`src/rtl/spi_slave_param.sv`:
```
`timescale 1ns/1ps
`default_nettype none
// ============================================================================
// Module  : spi_slave_param
// Brief   : Oversampled SPI slave with tagged write / read-address / read-data frames.
// Revision: 1.0 - initial release
// ============================================================================
module spi_slave_param #(
  parameter int RX_W      = 10,
  parameter int TX_W      = 8,
  parameter bit LSB_FIRST = 1'b0
) (
  input  logic            clk,
  input  logic            rst_n,
  input  logic            SS_n,
  input  logic            MOSI,
  input  logic [TX_W-1:0] tx_data,
  input  logic            tx_valid,
  output logic            MISO,
  output logic [RX_W-1:0] rx_data,
  output logic            rx_valid,
  output logic            busy,
  output logic            frame_err
);

  localparam int RXC_W = $clog2(RX_W + 1);
  localparam int TXC_W = $clog2(TX_W + 1);
  localparam logic [RXC_W-1:0] c_RX_LAST = RXC_W'(RX_W - 1);
  localparam logic [TXC_W-1:0] c_TX_ALL  = TXC_W'(TX_W);

  typedef enum logic [2:0] {
    S_IDLE      = 3'd0,
    S_CHK_CMD   = 3'd1,
    S_WRITE     = 3'd2,
    S_READ_ADD  = 3'd3,
    S_READ_DATA = 3'd4,
    S_TX        = 3'd5,
    S_DONE      = 3'd6
  } state_t;

  state_t            r_state, w_state_nxt;
  logic [RXC_W-1:0]  r_rx_cnt;
  logic [RX_W-2:0]   r_rx_sr;     // bits received so far; the live MOSI bit completes the frame
  logic [RX_W-1:0]   w_rx_frame;
  logic [RX_W-2:0]   w_rx_sr_nxt;
  logic [TXC_W-1:0]  r_tx_cnt;
  logic [TX_W-1:0]   r_tx_sr;
  logic              r_tx_active;
  logic              r_rd_addr_seen;
  logic              r_miso, r_rx_valid, r_frame_err;
  logic [RX_W-1:0]   r_rx_data;
  logic              w_abort, w_rx_shift, w_rx_done;
  logic              w_tx_capture, w_tx_shift, w_tx_end;
  logic              w_tx_first, w_tx_head;
  logic [TX_W-1:0]   w_tx_rest, w_tx_adv;

  generate
    if (LSB_FIRST) begin : g_lsb_first
      assign w_rx_frame  = {MOSI, r_rx_sr};
      assign w_rx_sr_nxt = w_rx_frame[RX_W-1:1];
      assign w_tx_first  = tx_data[0];
      assign w_tx_rest   = tx_data >> 1;
      assign w_tx_head   = r_tx_sr[0];
      assign w_tx_adv    = r_tx_sr >> 1;
    end else begin : g_msb_first
      assign w_rx_frame  = {r_rx_sr, MOSI};
      assign w_rx_sr_nxt = w_rx_frame[RX_W-2:0];
      assign w_tx_first  = tx_data[TX_W-1];
      assign w_tx_rest   = tx_data << 1;
      assign w_tx_head   = r_tx_sr[TX_W-1];
      assign w_tx_adv    = r_tx_sr << 1;
    end
  endgenerate

  always_ff @(posedge clk or negedge rst_n) begin
    if (!rst_n) r_state <= S_IDLE;
    else        r_state <= w_state_nxt;
  end

  always_comb begin
    w_state_nxt  = r_state;
    w_abort      = 1'b0;
    w_rx_shift   = 1'b0;
    w_rx_done    = 1'b0;
    w_tx_capture = 1'b0;
    w_tx_shift   = 1'b0;
    w_tx_end     = 1'b0;
    case (r_state)
      S_IDLE: if (!SS_n) w_state_nxt = S_CHK_CMD;
      S_CHK_CMD: begin
        if (SS_n) begin
          w_abort     = 1'b1;
          w_state_nxt = S_IDLE;
        end else if (!MOSI)        w_state_nxt = S_WRITE;
        else if (r_rd_addr_seen)   w_state_nxt = S_READ_DATA;
        else                       w_state_nxt = S_READ_ADD;
      end
      S_WRITE, S_READ_ADD, S_READ_DATA: begin
        // Deselect wins over a frame that would complete on the same edge
        if (SS_n) begin
          w_abort     = 1'b1;
          w_state_nxt = S_IDLE;
        end else begin
          w_rx_shift = 1'b1;
          if (r_rx_cnt == c_RX_LAST) begin
            w_rx_done   = 1'b1;
            w_state_nxt = (r_state == S_READ_DATA) ? S_TX : S_DONE;
          end
        end
      end
      S_TX: begin
        if (SS_n) begin
          w_abort     = 1'b1;
          w_state_nxt = S_IDLE;
        end else if (!r_tx_active) begin
          w_tx_capture = tx_valid;
        end else if (r_tx_cnt == c_TX_ALL) begin
          w_tx_end    = 1'b1;
          w_state_nxt = S_DONE;
        end else begin
          w_tx_shift = 1'b1;
        end
      end
      S_DONE: if (SS_n) w_state_nxt = S_IDLE;
      default: w_state_nxt = S_IDLE;
    endcase
  end

  always_ff @(posedge clk or negedge rst_n) begin
    if (!rst_n) begin
      r_rx_cnt       <= '0;
      r_rx_sr        <= '0;
      r_rx_data      <= '0;
      r_rx_valid     <= 1'b0;
      r_frame_err    <= 1'b0;
      r_rd_addr_seen <= 1'b0;
      r_tx_cnt       <= '0;
      r_tx_sr        <= '0;
      r_tx_active    <= 1'b0;
      r_miso         <= 1'b0;
    end else begin
      r_rx_valid  <= w_rx_done;
      r_frame_err <= w_abort;
      if (w_abort) begin
        r_rx_cnt    <= '0;
        r_rx_sr     <= '0;
        r_tx_cnt    <= '0;
        r_tx_sr     <= '0;
        r_tx_active <= 1'b0;
        r_miso      <= 1'b0;
      end else begin
        if (w_rx_done) begin
          r_rx_data <= w_rx_frame;
          r_rx_cnt  <= '0;
          r_rx_sr   <= '0;
          if (r_state == S_READ_ADD)  r_rd_addr_seen <= 1'b1;
          if (r_state == S_READ_DATA) r_rd_addr_seen <= 1'b0;
        end else if (w_rx_shift) begin
          r_rx_sr  <= w_rx_sr_nxt;
          r_rx_cnt <= r_rx_cnt + RXC_W'(1);
        end
        if (w_tx_capture) begin
          r_miso      <= w_tx_first;
          r_tx_sr     <= w_tx_rest;
          r_tx_cnt    <= TXC_W'(1);
          r_tx_active <= 1'b1;
        end else if (w_tx_shift) begin
          r_miso   <= w_tx_head;
          r_tx_sr  <= w_tx_adv;
          r_tx_cnt <= r_tx_cnt + TXC_W'(1);
        end else if (w_tx_end) begin
          r_miso      <= 1'b0;
          r_tx_sr     <= '0;
          r_tx_cnt    <= '0;
          r_tx_active <= 1'b0;
        end
      end
    end
  end

  assign MISO      = r_miso;
  assign rx_data   = r_rx_data;
  assign rx_valid  = r_rx_valid;
  assign frame_err = r_frame_err;
  assign busy      = (r_state != S_IDLE);

endmodule
`default_nettype wire

```
`config.mk`:
```
export PLATFORM = sky130hd
export DESIGN_NAME = spi_slave_param
export DESIGN_NICKNAME = d
export VERILOG_FILES = /design/src/rtl/spi_slave_param.sv
export SDC_FILE = /design/constraint.sdc
export NUM_CORES = 1
export LEC_CHECK = 0
export ABC_AREA = 1
export BUFFER_PORTS_ARGS = -buffer_cell sky130_fd_sc_hd__buf_4
export CORE_ASPECT_RATIO = 1.4
export CORE_UTILIZATION = 50
export DETAILED_ROUTE_END_ITERATION = 6
export PLACE_DENSITY_LB_ADDON = 0.1
export REMOVE_ABC_BUFFERS = 1
export SYNTH_ARGS = -nofsm -noshare
export SYNTH_HDL_FRONTEND = slang
export SYNTH_SLANG_ARGS = --single-unit
```
`constraint.sdc`:
```
create_clock -name clk -period 1.3 [get_ports clk]
set_input_delay 0.13 -clock clk [delete_from_list [all_inputs] [get_ports clk]]
set_output_delay 0.13 -clock clk [all_outputs]
set_load 0.01 [all_outputs]
```
==> flow_summary.json <==
{
  "grt_pass1_vias": 1764,
  "grt_pass1_wl_mm": 7.47,
  "ys_types": 24,
  "rsz0062_at_grt": "yes",
  "drive_gt1_share_pct": 45.7,
  "crit_path_start_kind": "register",
  "fin_util_pct": 73.0,
  "fin_nets": 327,
  "die_y_um": 80.2,
  "syn_to_final_growth_pct": 40.5,
  "ir_worst_vdd_mv": 0.850,
  "yosys_register_bits": 42,
  "failed_checks": "DRC, setup timing",
  "wirelength_mm": 4.96,
  "h-tree-depth": 2,
  "status": "finished, violations left",
  "fmax_ghz": 0.700,
  "cp.arrival_ns": 1.62,
  "io_buffers": 26,
  "synth_area_leaders": "dfrtp_1, nand2_1, o21ai_2, inv_1, nand4_1",
  "min_path_cells": 3,
  "leakage_nw": 1.54,
  "cts_buffers": 5,
  "ff2ff_path_depth": 8,
  "finClkSkew_ns": 0.00821,
  "die_x_um": 57.9,
  "post_drt_via_cell_ratio": 5.17,
  "clk_pin_slew_ns": 0.09,
  "antenna_found_initial": 0,
  "fin_crit_sh_pct": 110,
  "p_per_area_mw_per_mm2": 1410,
  "cts_tree": "yes",
  "syn_area_mm2": 0.00218,
  "antennaDiodeCount": 0,
  "initial_core_util_pct": 51.9,
  "track_usage_pct": 21.2,
  "cts_root_buf": "clkbuf_8",
  "tightest_slew_ns": 0.536,
  "drt-initial-drc-count": 53,
  "synth_largest_area_cell": "dfrtp_1",
  "dp_hpwl_mm": 3.05,
  "core_area_mm2": 0.00420,
  "syn_avg_cell_area_um2": 8.95,
  "critPathKind": "reg2reg",
  "cp.depth": 8,
  "cp_top_family": "simple AND/OR/NAND/NOR gates",
  "synth_top_area_share_pct": 48.1,
  "fin_crit_ns": 1.43,
  "endpoint_kind": "register",
  "synth_warnings": 0,
  "globalplace.congestion": 0.849,
  "synth-edff-count": 0,
  "crit_buf_inv": 2,
  "clk_path_buf_depth": 2,
  "hold_path.class": "in2reg",
  "cp_common_cell": "nand2_2",
  "vias": 1842,
  "ant_nets": 0,
  "grt_max_degree": 43,
  "die_area_mm2": 0.00464,
  "worst_slack_ns": -0.129,
  "slowest_delay_ns": 0.41,
  "async_reset_ff_share_pct": 100,
  "clkSinkCount": 42,
  "synth_cells": 244,
  "maxCapViolCount": 0,
  "clk-insertion-delay-late_ns": 0.30,
  "worstPathRequired_ns": 1.49,
  "pre_cts_ws_ns": -0.113,
  "grt_overflow": 0,
  "max-slew-margin-rel_pct": 64.3,
  "hold_violations": 0,
  "path_cells": "buf_12 > nor2_4 > nand3_2 > nand2_2 > nand2_2 > buf_4 > nand3_1 > nand2_1",
  "slew_viol_final": 0,
  "drt_first_pass_iters": 6,
  "rows": 28,
  "synthFlopType": "dfrtp_1",
  "pin_count": 27,
  "hold_slack_ns": 0.102,
  "wl_per_cell_um": 13.9,
  "drcViolationCount": 3,
  "cp_max_fo": 4,
  "ys_seq_area_share_pct": 48.1,
  "setup_viol": 42,
  "critPathSlowestCell": "dfrtp_1"
}
[metal layers]
| layer | GRT usage (%) | part of all wire [%] | vias to the layer above |
|---|---|---|---|
| li1 | - | - | 928 |
| met1 | 21.8 | 38 | 866 |
| met2 | 39.2 | 57 | 40 |
| met3 | 5.15 | 3.0 | 8 |
| met4 | 10.2 | 1.9 | 0 |
| met5 | 0 | 0 | - |
[kinds of logic after synthesis]
logic type,synth area share (%)
AND/OR/NAND/NOR,24.2
buffers and inverters,12.4
flip-flops,48.1
AO/OA/AOI/OAI,11.4
XOR/XNOR,1.60
adder cells (fa/ha/maj),2.29
[worst register-to-register path, delay by kind of cell (launching register included)]
kind	cells	cell delay, ns
simple gates	6	0.60
flops	1	0.41
buf+inv	2	0.30
[layout make-up]
class,instances,area (um2)
Multi-Input combinational cell,148,1020
Clock inverter,3,23.8
Sequential cell,42,1050
Timing Repair Buffer,72,684
Inverter,41,161
Clock buffer,5,68.8
Fill cell,324,1140
Tap cell,45,56.3
[registers in the layout, indices dropped and copies added, names as in the netlist]
signal	cells
MISO	1
frame_err	1
r_rd_addr_seen	1
r_rx_cnt	4
r_rx_sr	9
r_state	3
r_tx_active	1
r_tx_cnt	4
r_tx_sr	7
rx_data	10
rx_valid	1
[synthesized netlist by cell type, types with 4 or more instances]
| master | instances |
|---|---|
| buf_2 | 4 |
| buf_6 | 8 |
| dfrtp_1 | 42 |
| ha_1 | 4 |
| inv_1 | 37 |
| nand2_1 | 54 |
| nand3_1 | 14 |
| nand4_1 | 22 |
| o21ai_0 | 5 |
| o21ai_2 | 17 |
| o22ai_1 | 10 |
| xor2_1 | 4 |
[worst paths after layout]
check | end | startpoint | slack (ns)
hold / removal | r_tx_sr[1]$_DFFE_PN0P_ | tx_data[0] | 0.10
hold reg to reg | rx_data[8]$_DFFE_PN0P_ | rx_data[8]$_DFFE_PN0P_ | 0.49
setup reg to reg | r_state[2]$_DFFE_PN0P_ | r_state[0]$_DFFE_PN0P_ | -0.13
max in group asynchronous | r_state[1]$_DFFE_PN0P_ | rst_n | 0.55
min in group asynchronous | rx_data[5]$_DFFE_PN0P_ | rst_n | 0.35
setup / recovery | r_state[2]$_DFFE_PN0P_ | r_state[0]$_DFFE_PN0P_ | -0.13
[stage by stage]
stage,total power [mW],TNS (ns),instances,cell area (um2)
final,4.33,-2.84,356,3070
after global routing,4.57,-5.15,356,3070
after CTS,4.03,-1.80,350,2870
after detailed placement,2.85,-2.63,331,2590
after global placement,2.83,-2.05,331,2590
after floorplan,2.19,-5.16,231,2070
[cells in the final DEF (no fill, tap or decap), types with 6 or more instances in the layout]
master	instances
buf_4	51
dfrtp_1	41
nand2_1	41
inv_1	32
nand4_1	22
o21ai_2	17
nand2_2	15
buf_6	13
nand3_1	10
inv_2	6
[power by group]
group	switching (mW)	leakage, nW	internal, mW	total (mW)
Combinational	0.956	0.920	0.948	1.90
Clock	0.481	0.0408	0.384	0.865
Sequential	0.117	0.578	1.45	1.57
[repair_timing]
action	CTS	global route
hold endpoints to repair	42	0
gates resized for setup	28	34
hold buffers	1	0
buffers inserted	9	3
setup endpoints to repair	39	41
gates cloned	1	3
pin swaps	7	6
Note: power is estimated with default switching activity, not from simulation.
